**src/rtl/mem_arbiter_if.sv**
```systemverilog
// Bundle of the fetch port, data port and memory_block signals served by mem_arbiter.
// The arbiter takes the slave view; the core pipeline and memory_block together form the master view.
interface mem_arbiter_if #(
  parameter int ADDR_W = 18,
  parameter int DATA_W = 32
);
  logic              if_req;
  logic [ADDR_W-1:0] if_addr;
  logic              if_ack;
  logic [DATA_W-1:0] if_rdata;

  logic              dm_req;
  logic              dm_we;
  logic              dm_byte;
  logic [ADDR_W-1:0] dm_addr;
  logic [DATA_W-1:0] dm_wdata;
  logic              dm_ack;
  logic [DATA_W-1:0] dm_rdata;

  logic [ADDR_W-1:0] mem_address;
  logic [DATA_W-1:0] mem_write_data;
  logic              mem_read;
  logic              mem_write;
  logic              mem_byte;
  logic [DATA_W-1:0] mem_read_data;

  logic              busy;

  modport slave (
    input  if_req, if_addr,
    output if_ack, if_rdata,
    input  dm_req, dm_we, dm_byte, dm_addr, dm_wdata,
    output dm_ack, dm_rdata,
    output mem_address, mem_write_data, mem_read, mem_write, mem_byte,
    input  mem_read_data,
    output busy
  );

  modport master (
    output if_req, if_addr,
    input  if_ack, if_rdata,
    output dm_req, dm_we, dm_byte, dm_addr, dm_wdata,
    input  dm_ack, dm_rdata,
    input  mem_address, mem_write_data, mem_read, mem_write, mem_byte,
    output mem_read_data,
    input  busy
  );
endinterface

```
**src/rtl/mem_arbiter.sv**
```systemverilog
// Two-port (fetch/data) arbiter and sequencer in front of the single-ported memory_block.
// Define MEM_ARB_RR_EN for round-robin arbitration; otherwise data has fixed priority over fetch.
module mem_arbiter #(
  parameter int ADDR_W = 18,
  parameter int DATA_W = 32
) (
  input  logic          clk,
  input  logic          reset,
  mem_arbiter_if.slave  bus
);

  typedef enum logic [1:0] {
    S_IDLE   = 2'd0,
    S_ACCESS = 2'd1,
    S_DONE   = 2'd2
  } state_t;

  state_t            state_q, state_d;
  logic              owner_dm_q, owner_dm_d;
  logic [ADDR_W-1:0] mem_address_q, mem_address_d;
  logic [DATA_W-1:0] mem_write_data_q, mem_write_data_d;
  logic              mem_read_q, mem_read_d;
  logic              mem_write_q, mem_write_d;
  logic              mem_byte_q, mem_byte_d;
  logic              if_ack_q, if_ack_d;
  logic              dm_ack_q, dm_ack_d;
  logic [DATA_W-1:0] if_rdata_q, if_rdata_d;
  logic [DATA_W-1:0] dm_rdata_q, dm_rdata_d;
  logic              grant_dm;

`ifdef MEM_ARB_RR_EN
  logic              last_dm_q, last_dm_d;

  // On a tie the port that did not win last time goes first.
  always_comb begin
    grant_dm = bus.dm_req && (!bus.if_req || !last_dm_q);
  end
`else
  always_comb begin
    grant_dm = bus.dm_req;
  end
`endif

  always_comb begin
    state_d          = state_q;
    owner_dm_d       = owner_dm_q;
    mem_address_d    = mem_address_q;
    mem_write_data_d = mem_write_data_q;
    mem_read_d       = mem_read_q;
    mem_write_d      = mem_write_q;
    mem_byte_d       = mem_byte_q;
    if_ack_d         = 1'b0;
    dm_ack_d         = 1'b0;
    if_rdata_d       = if_rdata_q;
    dm_rdata_d       = dm_rdata_q;
`ifdef MEM_ARB_RR_EN
    last_dm_d        = last_dm_q;
`endif

    case (state_q)
      S_IDLE: begin
        if (bus.dm_req || bus.if_req) begin
          state_d    = S_ACCESS;
          owner_dm_d = grant_dm;
`ifdef MEM_ARB_RR_EN
          last_dm_d  = grant_dm;
`endif
          if (grant_dm) begin
            mem_address_d    = bus.dm_addr;
            mem_write_data_d = bus.dm_wdata;
            mem_byte_d       = bus.dm_byte;
            mem_read_d       = !bus.dm_we;
            mem_write_d      = bus.dm_we;
          end else begin
            mem_address_d    = bus.if_addr;
            mem_write_data_d = '0;
            mem_byte_d       = 1'b0;
            mem_read_d       = 1'b1;
            mem_write_d      = 1'b0;
          end
        end
      end

      S_ACCESS: begin
        // memory_block answers combinationally, so read data is valid by the end of this cycle.
        mem_read_d  = 1'b0;
        mem_write_d = 1'b0;
        state_d     = S_DONE;
        if (owner_dm_q) begin
          dm_ack_d = 1'b1;
          if (mem_read_q) begin
            dm_rdata_d = bus.mem_read_data;
          end
        end else begin
          if_ack_d   = 1'b1;
          if_rdata_d = bus.mem_read_data;
        end
      end

      S_DONE: begin
        state_d = S_IDLE;
      end

      default: begin
        state_d = S_IDLE;
      end
    endcase
  end

  always_ff @(posedge clk) begin
    if (reset) begin
      state_q          <= S_IDLE;
      owner_dm_q       <= 1'b0;
      mem_address_q    <= '0;
      mem_write_data_q <= '0;
      mem_read_q       <= 1'b0;
      mem_write_q      <= 1'b0;
      mem_byte_q       <= 1'b0;
      if_ack_q         <= 1'b0;
      dm_ack_q         <= 1'b0;
      if_rdata_q       <= '0;
      dm_rdata_q       <= '0;
`ifdef MEM_ARB_RR_EN
      last_dm_q        <= 1'b1;
`endif
    end else begin
      state_q          <= state_d;
      owner_dm_q       <= owner_dm_d;
      mem_address_q    <= mem_address_d;
      mem_write_data_q <= mem_write_data_d;
      mem_read_q       <= mem_read_d;
      mem_write_q      <= mem_write_d;
      mem_byte_q       <= mem_byte_d;
      if_ack_q         <= if_ack_d;
      dm_ack_q         <= dm_ack_d;
      if_rdata_q       <= if_rdata_d;
      dm_rdata_q       <= dm_rdata_d;
`ifdef MEM_ARB_RR_EN
      last_dm_q        <= last_dm_d;
`endif
    end
  end

  assign bus.mem_address    = mem_address_q;
  assign bus.mem_write_data = mem_write_data_q;
  assign bus.mem_read       = mem_read_q;
  assign bus.mem_write      = mem_write_q;
  assign bus.mem_byte       = mem_byte_q;
  assign bus.if_ack         = if_ack_q;
  assign bus.dm_ack         = dm_ack_q;
  assign bus.if_rdata       = if_rdata_q;
  assign bus.dm_rdata       = dm_rdata_q;
  assign bus.busy           = (state_q != S_IDLE);

endmodule
```
**src/flat_wrapper.sv**
```systemverilog
// flat-port wrapper written by rule: the top's interface ports become plain ports
module mem_arbiter_flat 
#(
  parameter int ADDR_W = 18,
  parameter int DATA_W = 32
)
  (clk, reset, bus_if_req, bus_if_addr, bus_if_ack, bus_if_rdata, bus_dm_req, bus_dm_we, bus_dm_byte, bus_dm_addr, bus_dm_wdata, bus_dm_ack, bus_dm_rdata, bus_mem_address, bus_mem_write_data, bus_mem_read, bus_mem_write, bus_mem_byte, bus_mem_read_data, bus_busy);
  mem_arbiter_if #(.ADDR_W(ADDR_W), .DATA_W(DATA_W)) bus_i ();
  input  logic clk;
  input  logic reset;
  input wire logic [$bits(bus_i.if_req)-1:0] bus_if_req;
  input wire logic [$bits(bus_i.if_addr)-1:0] bus_if_addr;
  output wire logic [$bits(bus_i.if_ack)-1:0] bus_if_ack;
  output wire logic [$bits(bus_i.if_rdata)-1:0] bus_if_rdata;
  input wire logic [$bits(bus_i.dm_req)-1:0] bus_dm_req;
  input wire logic [$bits(bus_i.dm_we)-1:0] bus_dm_we;
  input wire logic [$bits(bus_i.dm_byte)-1:0] bus_dm_byte;
  input wire logic [$bits(bus_i.dm_addr)-1:0] bus_dm_addr;
  input wire logic [$bits(bus_i.dm_wdata)-1:0] bus_dm_wdata;
  output wire logic [$bits(bus_i.dm_ack)-1:0] bus_dm_ack;
  output wire logic [$bits(bus_i.dm_rdata)-1:0] bus_dm_rdata;
  output wire logic [$bits(bus_i.mem_address)-1:0] bus_mem_address;
  output wire logic [$bits(bus_i.mem_write_data)-1:0] bus_mem_write_data;
  output wire logic [$bits(bus_i.mem_read)-1:0] bus_mem_read;
  output wire logic [$bits(bus_i.mem_write)-1:0] bus_mem_write;
  output wire logic [$bits(bus_i.mem_byte)-1:0] bus_mem_byte;
  input wire logic [$bits(bus_i.mem_read_data)-1:0] bus_mem_read_data;
  output wire logic [$bits(bus_i.busy)-1:0] bus_busy;
  assign bus_i.if_req = bus_if_req;
  assign bus_i.if_addr = bus_if_addr;
  assign bus_if_ack = bus_i.if_ack;
  assign bus_if_rdata = bus_i.if_rdata;
  assign bus_i.dm_req = bus_dm_req;
  assign bus_i.dm_we = bus_dm_we;
  assign bus_i.dm_byte = bus_dm_byte;
  assign bus_i.dm_addr = bus_dm_addr;
  assign bus_i.dm_wdata = bus_dm_wdata;
  assign bus_dm_ack = bus_i.dm_ack;
  assign bus_dm_rdata = bus_i.dm_rdata;
  assign bus_mem_address = bus_i.mem_address;
  assign bus_mem_write_data = bus_i.mem_write_data;
  assign bus_mem_read = bus_i.mem_read;
  assign bus_mem_write = bus_i.mem_write;
  assign bus_mem_byte = bus_i.mem_byte;
  assign bus_i.mem_read_data = bus_mem_read_data;
  assign bus_busy = bus_i.busy;
  mem_arbiter #(.ADDR_W(ADDR_W), .DATA_W(DATA_W)) u_core (.clk(clk), .reset(reset), .bus(bus_i));
endmodule
```
**config.mk**
```make
export PLATFORM = sky130hd
export DESIGN_NAME = mem_arbiter_flat
export DESIGN_NICKNAME = d
export VERILOG_FILES = /design/src/rtl/mem_arbiter_if.sv /design/src/rtl/mem_arbiter.sv /design/src/flat_wrapper.sv
export SDC_FILE = /design/constraint.sdc
export NUM_CORES = 1
export LEC_CHECK = 0
export BUFFER_PORTS_ARGS = -buffer_cell sky130_fd_sc_hd__buf_2
export CORE_MARGIN = 3
export CORE_UTILIZATION = 46
export CTS_CLUSTER_SIZE = 28
export DETAILED_ROUTE_END_ITERATION = 10
export GPL_TIMING_DRIVEN = 0
export PLACE_DENSITY = 0.8
export SLEW_MARGIN = 20
export SYNTH_ARGS = -nofsm -noshare
export SYNTH_HDL_FRONTEND = slang
export SYNTH_SLANG_ARGS = --single-unit
export TNS_END_PERCENT = 30
```
**constraint.sdc**
```tcl
create_clock -name clk -period 1.66 [get_ports clk]
set_input_delay 0.332 -clock clk [delete_from_list [all_inputs] [get_ports clk]]
set_output_delay 0.332 -clock clk [all_outputs]
set_load 0.05 [all_outputs]
```
==> impl_metrics.ini, run 1 <==
[pwr]
cellPowerDensity_mw_per_mm2 = 1240
ir_drop_mv = 0.645
power.leakage_nw = 2.97

[synth]
synth_top_area_share_pct = 52.4
synth_xor_area_share_pct = 0
yosys_warnings = 0
syn_inst = 537
synth-compound-area-share_pct = 24.1
yosys_register_bits = 122
yosysSeqAreaShare_pct = 52.4
muxShareOfSynthArea_pct = 3.87
synth_area_leaders = dfxtp_1 52%, a21oi_1 13%, nand2_1 11%, o21ai_0 4.9%, mux2i_1 3.9%
synth_cell_types = 27
syn_area_sq_mm = 0.00466
synth-simple-area-share_pct = 13.3
synth_top_family_by_area = compound AO/OA/AOI/OAI gates
synth_top_area_cell = dfxtp_1
avgSynthCellArea_sq_um = 8.67
synth_fa_ha_area_share_pct = 0
synth_nets = 643

[drt]
drt_wl_total_microns = 13600
avgViaCountPerCell = 5.04
drc = 0
ant_nets = 0
vias = 4679
post_drt_wl_per_cell_microns = 14.6
drt_iter0_markers = 241
drtPass1Iterations = 4

[cts]
cts-buffers-inserted = 17
clkSlewWorstSetupHoldPaths_ns = 0.06
clock-sinks = 122
clk_latency_ns = 0.51
cts_buffer_depth = 2
cts_tree = yes
cts_root_buffer = clkbuf_8
h-tree-depth = 4

[floorplanning]
die_x_microns = 107
dieArea_sq_mm = 0.0114
initial_core_util_pct = 47.4
pin_count = 226
die_h_microns = 107
core_area_sq_mm = 0.00982
rows = 36

[setup_path]
cp-startpoint = u_core.state_q[0]$_SDFFE_PP0P_
criticalPathCategory = flop to output port
critPathCapture = bus_busy
crit_fanout = 11
r2r-start = u_core.state_q[0]$_SDFFE_PP0P_
crit_required_ns = 1.33
start_kind = flop
rr_worst_depth = 5
cp-end-kind = output port
reg2reg_to = u_core.bus.mem_address[16]$_SDFFE_PP0P_
r2r_slack_ns = 0.19
arrival_ns = 1.23

[global_route]
grt_first_pass_wirelength_microns = 21700
grt-busiest-layer = met2
antenna_found_initial = 0
grt_pass1_vias = 4670
track_usage_pct = 23.7
use_met1_pct = 27.4
gr-usage-met2_pct = 40.9
grt_max_degree = 17
overflow = 0
use_met3_pct = 7.22

[place]
place_congestion = 0.822
hpwlAfterDp_microns = 10200
io_buffers = 224

[sta]
slew_headroom_pct = 52.6
tns_ns = 0
period_minus_slack_ns = 1.56
hold_viol = 0
skew_ns = 0.0105
drv_slew = 0
finalCritPeriodShare_pct = 94.0
tightest_slew_ns = 0.711
setup_viol = 0
fmax_mhz = 641
grt_setup_unrepaired = no

[finish]
drive_gt1_share_pct = 38.0
num_antenna_cells = 0
fin_nets = 888
fin_util_pct = 66.5
syn_to_final_growth_pct = 40.3

[flow_run]
cap_viol_max_count = 0

[hold_path]
min_path_type = input pin to flop

[outcome]
status = completed
## power by group
| part | leakage (nW) | switching (mW) | total, mW | internal, mW |
|---|---|---|---|---|
| logic | 1.70 | 1.08 | 1.53 | 0.443 |
| clock network | 0.269 | 1.35 | 3.38 | 2.03 |
| registers | 0.998 | 0.0823 | 3.18 | 3.10 |
| total | 2.97 | 2.51 | 8.08 | 5.57 |
## worst max-delay path: stages (launching register included)
cell,delay (ns)
dfxtp_4,0.35
nor2_4,0.15
inv_6,0.07
buf_8,0.15
## state kept, by name (all words and copies together) (netlist names)
| signal | cells |
|---|---|
| u_core.bus.dm_ack | 1 |
| u_core.bus.dm_rdata | 32 |
| u_core.bus.if_ack | 1 |
| u_core.bus.if_rdata | 32 |
| u_core.bus.mem_address | 18 |
| u_core.bus.mem_byte | 1 |
| u_core.bus.mem_read | 1 |
| u_core.bus.mem_write | 1 |
| u_core.bus.mem_write_data | 32 |
| u_core.owner_dm_q | 1 |
| u_core.state_q | 2 |
## per-layer routing
metal	part of all wire (%)	routed length, microns
met1	41	5510
met2	50	6790
met3	7.8	1060
met4	1.7	226
met5	0	0
## synthesized netlist by cell type
| library cell | n |
|---|---|
| buf_4 | 13 |
| nor3b_4 | 2 |
| nand4b_1 | 1 |
| a211oi_1 | 9 |
| or2_1 | 1 |
| nand2_1 | 131 |
| buf_1 | 1 |
| and2_1 | 1 |
| nand2b_1 | 1 |
| nor2_1 | 1 |
| o211ai_1 | 1 |
| o21ai_0 | 46 |
| a21oi_1 | 117 |
| nor3_1 | 2 |
| dfxtp_1 | 122 |
| buf_6 | 7 |
| nor2_2 | 1 |
| nor2_8 | 1 |
| and4b_1 | 1 |
| a22oi_1 | 1 |
| buf_2 | 7 |
| clkbuf_1 | 20 |
| mux2i_1 | 18 |
| inv_2 | 1 |
| o21ai_1 | 20 |
| nor2_4 | 1 |
| a211oi_2 | 10 |
## layout make-up
| cell class | count | area [sq um] |
|---|---|---|
| fill | 839 | 3290 |
| buffer | 46 | 268 |
| inverter | 1 | 8.76 |
| sequential | 122 | 2450 |
| multi-input combinational | 366 | 1930 |
| tap | 133 | 166 |
| clock buffer | 19 | 432 |
| timing repair buffer | 228 | 1160 |
| clock inverter | 13 | 121 |
## worst min path at each step
stage / start / to / slack (ns) / depth (start not counted)
finish: bus_dm_wdata[21] / u_core.bus.mem_write_data[21]$_SDFFE_PP0P_ / 0.05 / 3
global placement: u_core.bus.dm_rdata[15]$_SDFFE_PP0P_ / u_core.bus.dm_rdata[15]$_SDFFE_PP0P_ / 0.44 / 2
global route: bus_dm_wdata[17] / u_core.bus.mem_write_data[17]$_SDFFE_PP0P_ / 0.05 / 3
floorplan: bus_dm_we / u_core.bus.mem_read$_SDFFE_PP0P_ / 0.43 / 1
detailed placement: u_core.bus.dm_rdata[17]$_SDFFE_PP0P_ / u_core.bus.dm_rdata[17]$_SDFFE_PP0P_ / 0.45 / 2
CTS: bus_dm_wdata[30] / u_core.bus.mem_write_data[30]$_SDFFE_PP0P_ / 0.04 / 3
## per-stage QoR
| stage | hold slack, ns | power, mW | std cells | area [sq um] | setup WS (ns) |
|---|---|---|---|---|---|
| floorplan | 0.432 | 4.31 | 537 | 4660 | 0.283 |
| global placement | 0.438 | 4.72 | 894 | 5950 | 0.108 |
| detailed placement | 0.447 | 4.75 | 894 | 5950 | 0.107 |
| CTS | 0.0371 | 8.14 | 928 | 6530 | 0.0719 |
| global route | 0.0511 | 8.40 | 928 | 6530 | 0.0447 |
| finish | 0.0540 | 8.08 | 928 | 6530 | 0.0993 |
## kinds of logic (layout without fill, tap and decap cells)
group,count (synthesis),count (layout)
mux,18,18
compound gates,204,204
simple gates,144,144
buf+inv,49,307
flops,122,122
## repair_timing
action / 4_1_cts / 5_1_grt
gates resized for setup: 10 / 0
setup endpoints to repair: 1 / 0
hold buffers: 0 / 0
setup buffers: 4 / 0
endpoints found under the hold margin: 0 / 0
## cell usage in the layout (no fill, tap or decap), types with 5 or more instances in the layout
cell       synthesis  routed
buf_2              7     230
nand2_1          131     131
dfxtp_1          122     120
a21oi_1          117     117
o21ai_0           46      46
clkbuf_1          20      21
o21ai_1           20      20
mux2i_1           18      18
buf_4             13      17
clkbuf_16          0      16
a211oi_2          10      10
a211oi_1           9       9
buf_6              7       5
clkinv_4           0       5
(Power assumes the default switching activity.)
==> run 2, diff against run 1 <==
--- a/config.mk
+++ b/config.mk
@@ -7,11 +7,11 @@
 export LEC_CHECK = 0
 export BUFFER_PORTS_ARGS = -buffer_cell sky130_fd_sc_hd__buf_2
 export CORE_MARGIN = 3
-export CORE_UTILIZATION = 46
+export CORE_UTILIZATION = 41
 export CTS_CLUSTER_SIZE = 28
 export DETAILED_ROUTE_END_ITERATION = 10
 export GPL_TIMING_DRIVEN = 0
-export PLACE_DENSITY = 0.8
+export PLACE_DENSITY = 0.75
 export SLEW_MARGIN = 20
 export SYNTH_ARGS = -nofsm -noshare
 export SYNTH_HDL_FRONTEND = slang
==> constraint.sdc (replaced) <==
create_clock -name clk -period 1.3 [get_ports clk]
set_input_delay 0.26 -clock clk [delete_from_list [all_inputs] [get_ports clk]]
set_output_delay 0.26 -clock clk [all_outputs]
set_load 0.05 [all_outputs]
==> run 2 against run 1 <==
Effect of this change: register-to-register slack got worse by 0.28 ns; the flow now finishes with violations (setup timing); die area increased by 11%; highest routed layer unchanged; sequential power rose by 28%; largest cell class unchanged; critical endpoint unchanged; final cell count increased by 2.2%; worst setup slack worse by 0.26 ns; combinational power is 48% higher; non-clock buffer count grew 15; clock-buffer cell count rose by 4.
==> impl_metrics.ini, run 2 (synthesis results as in run 1) <==
[setup_path]
crit_required_ns = 1.04
cp-startpoint = u_core.state_q[0]$_SDFFE_PP0P_
max_stage_delay_ns = 0.35
cp.buffers_inverters = 3
cp-end-kind = output port
slowest_stage = dfxtp_4
critical_path.top_delay_family = flip-flops
worst-path-stages = 4
critPathCapture = bus_busy
r2r_slack_ns = -0.09
path_cells = nor2_4, inv_6, buf_6, buf_8
criticalPathCategory = flop to output port
start_kind = flop
r2r-start = u_core.state_q[0]$_SDFFE_PP0P_
arrival_ns = 1.20
rr_worst_depth = 6
crit_fanout = 2
reg2reg_to = u_core.bus.mem_write_data[8]$_SDFFE_PP0P_

[outcome]
failed_checks = setup timing
status = finished with violations

[global_route]
antenna_found_initial = 0
grt_pass1_vias = 4754
track_usage_pct = 22.8
grt_max_degree = 17
grt_first_pass_wirelength_microns = 23200
overflow = 0

[floorplanning]
rows = 38
core_area_sq_mm = 0.0110
pin_count = 226
die_x_microns = 113
initial_core_util_pct = 42.4
die_h_microns = 113
dieArea_sq_mm = 0.0127

[pwr]
cellPowerDensity_mw_per_mm2 = 1510
swShare_pct = 29.6
p_sw_mw = 3.22
power.leakage_nw = 3.12
p_total_mw = 10.9
seq_power_share_pct = 37.5
ir_drop_mv = 0.881
p_comb_share_pct = 20.7
clockPowerShare_pct = 41.8
p_int_mw = 7.67

[finish]
mostFrequentLayoutCells = 166 x buf_2, 131 x nand2_1, 119 x dfxtp_1
layout_commonest_cell = buf_2
fin_nets = 903
drive_gt1_share_pct = 45.8
syn_to_final_growth_pct = 54.9
num_antenna_cells = 0

[drt]
drc = 0
drtPass1Iterations = 5
post_drt_wl_per_cell_microns = 16.6
ant_nets = 0
drt_iter0_markers = 259
vias = 4970
drt_wl_total_microns = 15700
avgViaCountPerCell = 5.24

[place]
place_congestion = 0.870
io_buffers = 224
hpwlAfterDp_microns = 10800
place_ws_ns = -0.200

[cts]
cts_root_buffer = clkbuf_16
clk_latency_ns = 0.41
cts_hold_buf = 0
h-tree-depth = 4
clock-sinks = 122
cts-buffers-inserted = 17
clkSlewWorstSetupHoldPaths_ns = 0.05
cts_buffer_depth = 2
cts_tree = yes

[hold_path]
min_path_type = input pin to flop

[sta]
skew_ns = 0.0103
tightest_slew_ns = 0.755
finalCritPeriodShare_pct = 112
grt_setup_unrepaired = yes
layout_setup_ws_ns = -0.161
slew_headroom_pct = 49.7
setup_viol = 33
period_minus_slack_ns = 1.46
hold_viol = 0
drv_slew = 0
fmax_mhz = 685

[flow_run]
cap_viol_max_count = 0
-- run 2: changes by cell type in the layout (fill, tap and decap cells not counted), sizes merged --
cell	before	now
buf	254	216
bufinv	1	2
clkbuf	39	96
clkinv	8	3
clkinvlp	2	1
inv	3	2
-- run 2: what timing repair did --
action                     in CTS  in global routing
setup endpoints to repair     106                153
gates resized for setup        58                146
gates cloned                    3                  5
pin swaps                       2                  1
buffers inserted                6                  4
-- run 2: power groups by stage --
| stage | Combinational [mW] | Clock, mW | Sequential (mW) |
|---|---|---|---|
| after floorplan | 0.659 | 0 | 4.84 |
| after global placement | 1.90 | 0 | 4.13 |
| after detailed placement | 1.94 | 0 | 4.14 |
| after CTS | 2.02 | 4.62 | 4.06 |
| after global routing | 2.38 | 4.80 | 4.10 |
| final | 2.26 | 4.55 | 4.08 |
-- run 2: worst min-delay path by stage --
stage	start	to	cells past startpoint
3_5_place_dp	u_core.bus.dm_rdata[13]$_SDFFE_PP0P_	u_core.bus.dm_rdata[13]$_SDFFE_PP0P_	2
6_report	bus_dm_wdata[10]	u_core.bus.mem_write_data[10]$_SDFFE_PP0P_	3
5_1_grt	bus_dm_we	u_core.bus.mem_read$_SDFFE_PP0P_	2
2_1_floorplan	bus_dm_we	u_core.bus.mem_read$_SDFFE_PP0P_	1
4_1_cts	bus_dm_we	u_core.bus.mem_read$_SDFFE_PP0P_	2
3_3_place_gp	u_core.bus.dm_rdata[14]$_SDFFE_PP0P_	u_core.bus.dm_rdata[14]$_SDFFE_PP0P_	2
-- run 2: per-stage QoR --
stage	utilization [%]	hold WS (ns)	area [sq um]	instances	setup TNS, ns
2_1_floorplan	-	0.352	4660	537	0
3_5_place_dp	54.2	0.450	5960	901	-11.12
6_report	65.7	0.0865	7220	948	-1.01
5_1_grt	65.7	0.0703	7220	948	-5.23
4_1_cts	61.0	0.0658	6700	939	-2.85
3_3_place_gp	54.2	0.438	5960	901	-7.82
-- run 2: routing by layer --
layer,global-route usage [%],routed length [microns],up-vias,part of all wire [%]
li1,-,-,2371,-
met1,26.2,6080,2360,39
met2,39.7,8150,213,52
met3,7.82,1220,26,7.8
met4,7.21,274,0,1.7
met5,0,0,-,0
-- run 2: layout make-up --
class | count | area, sq um
buffer | 47 | 388
tap | 140 | 175
timing repair buffer | 242 | 1490
clock buffer | 23 | 478
inverter | 1 | 8.76
clock inverter | 7 | 91.3
fill | 906 | 3770
multi-input combinational | 366 | 2130
sequential | 122 | 2450
-- run 2: worst min-delay path, stage by stage --
cell	delay (ns)
buf_2	0.09
nand2_1	0.05
a21oi_1	0.05
==> run 3, diff against run 2 <==
--- a/config.mk
+++ b/config.mk
@@ -5,13 +5,17 @@
 export SDC_FILE = /design/constraint.sdc
 export NUM_CORES = 1
 export LEC_CHECK = 0
+export ABC_CLOCK_PERIOD_IN_PS = 1300
 export BUFFER_PORTS_ARGS = -buffer_cell sky130_fd_sc_hd__buf_2
+export CELL_PAD_IN_SITES_DETAIL_PLACEMENT = 1
+export CELL_PAD_IN_SITES_GLOBAL_PLACEMENT = 1
 export CORE_MARGIN = 3
-export CORE_UTILIZATION = 41
+export CORE_UTILIZATION = 29
+export CTS_BUF_LIST = sky130_fd_sc_hd__clkbuf_4 sky130_fd_sc_hd__clkbuf_8 sky130_fd_sc_hd__clkbuf_16
 export CTS_CLUSTER_SIZE = 28
 export DETAILED_ROUTE_END_ITERATION = 10
 export GPL_TIMING_DRIVEN = 0
-export PLACE_DENSITY = 0.75
+export PLACE_DENSITY_LB_ADDON = 0.1
 export SLEW_MARGIN = 20
 export SYNTH_ARGS = -nofsm -noshare
 export SYNTH_HDL_FRONTEND = slang
==> run 3 against run 2 <==
Effect of this change: the flow still finishes with violations (setup timing); first-iteration DRC count down 41%; maximum frequency down 7.9%; critical path depth up 1; hold slack worse by 0.029 ns; routed wire length up 11%; global-route usage down 4.4 points; register-to-register slack worse by 0.08 ns; core utilization down 16 points; final cell count up 9.0%; clock power up 3%; via count down 1.0%; sequential power about the same; critical path type unchanged; critical endpoint unchanged; largest cell class unchanged; largest power group unchanged; highest routed layer unchanged.
==> impl_metrics.ini, run 3 (synthesis results as in run 1) <==
[outcome]
status = finished with violations
failed_checks = setup timing

[global_route]
track_usage_pct = 18.4
grt_max_degree = 17
overflow = 0
grt_first_pass_wirelength_microns = 26200
grt_pass1_vias = 5132
antenna_found_initial = 0

[finish]
final_area_sq_mm = 0.00772
layout_commonest_cell = buf_2
fin_util_pct = 49.9
num_antenna_cells = 0
syn_to_final_growth_pct = 65.8
mostFrequentLayoutCells = 127 x buf_2, 119 x dfxtp_1, 94 x nand2_1
fin_nets = 915
drive_gt1_share_pct = 51.5

[pwr]
p_total_mw = 11.2
ir_drop_mv = 0.900
cellPowerDensity_mw_per_mm2 = 1450
power.leakage_nw = 3.34

[floorplanning]
dieArea_sq_mm = 0.0176
rows = 45
core_area_sq_mm = 0.0155
pin_count = 226
initial_core_util_pct = 30.1
die_x_microns = 133
die_h_microns = 133

[cts]
h-tree-depth = 4
cts_buffer_depth = 2
cts_tree = yes
clock-sinks = 122
clk_latency_ns = 0.41
cts-buffers-inserted = 17
clkSlewWorstSetupHoldPaths_ns = 0.05
cts_hold_buf = 0
cts_root_buffer = clkbuf_16

[setup_path]
path_cells = nor2_4, inv_2, buf_8, buf_8, buf_8
arrival_ns = 1.33
max_stage_delay_ns = 0.35
slowest_stage = dfxtp_4
crit_required_ns = 1.04
crit_fanout = 2
cp-end-kind = output port
start_kind = flop
criticalPathCategory = flop to output port
cpMostUsedCell = buf_8

[place]
place_area_sq_mm = 0.00604
io_buffers = 224
hpwlAfterDp_microns = 12200
place_congestion = 0.761

[sta]
fmax_mhz = 631
finalCritPeriodShare_pct = 122
drv_slew = 0
skew_ns = 0.00983
period_minus_slack_ns = 1.59
grt_setup_unrepaired = yes
hold_viol = 0
slew_headroom_pct = 51.2
setup_viol = 104
layout_setup_ws_ns = -0.286
tns_ns = -6.41
tightest_slew_ns = 0.732

[drt]
ant_nets = 0
vias = 4918
drc = 0
avgViaCountPerCell = 4.76
drtPass1Iterations = 4
drt_wl_total_microns = 17400
drt_iter0_markers = 152
post_drt_wl_per_cell_microns = 16.8

[hold_path]
min_path_type = input pin to flop

[flow_run]
cap_viol_max_count = 0
run 3: cell types whose count changed in the layout (fill, tap and decap cells not counted), sizes merged:
cell	delta
clkinv	+2
clkbuf	+25
inv	-1
buf	-12
run 3: report_power, final:
part           switching (mW)  internal (mW)
clock                    1.64           3.04
combinational            1.56          0.865
sequential              0.119           3.96
run 3: timing repair:
item	in CTS	in global routing
buffers inserted	16	9
cloned	4	4
endpoints found under the setup margin	117	196
gates resized for setup	58	224
pin swaps	6	24
run 3: layer usage:
layer  wire length (microns)  GRT usage, %  up-vias
li1                        -             -     2392
met1                    7240          21.2     2353
met2                    8720          31.4      155
met3                    1170          7.34       18
met4                     260          5.77        0
met5                       0             0        -
run 3: worst max-delay path, delay by kind of cell (launching register included):
family / cells / cell delay, ns
AND/OR/NAND/NOR: 1 / 0.13
flip-flops: 1 / 0.35
buffers and inverters: 4 / 0.44
run 3: area by class of cell:
class                      count  area (sq um)
clock inverter                 8          92.6
timing repair buffer         256          1750
clock buffer                  24           497
tap                          211           264
sequential                   122          2450
inverter                       1          3.75
buffer                        45           359
fill                        1821          7760
multi-input combinational    366          2300
run 3: worst paths after layout:
path / startpoint / to / slack (ns) / cells past startpoint
max: u_core.state_q[0]$_SDFFE_PP0P_ / bus_busy / -0.29 / 5
max reg2reg: u_core.state_q[0]$_SDFFE_PP0P_ / u_core.bus.dm_rdata[3]$_SDFFE_PP0P_ / -0.17 / 8
min: bus_dm_we / u_core.bus.mem_read$_SDFFE_PP0P_ / 0.06 / 2
min reg2reg: u_core.bus.dm_rdata[14]$_SDFFE_PP0P_ / u_core.bus.dm_rdata[14]$_SDFFE_PP0P_ / 0.46 / 2
run 3: stage by stage:
stage,worst slack (ns),hold WS (ns),cells
2_1_floorplan,0.0696,0.352,537
3_3_place_gp,-0.208,0.438,972
3_5_place_dp,-0.234,0.445,972
4_1_cts,-0.285,0.0405,1023
5_1_grt,-0.335,0.0569,1033
6_report,-0.286,0.0577,1033
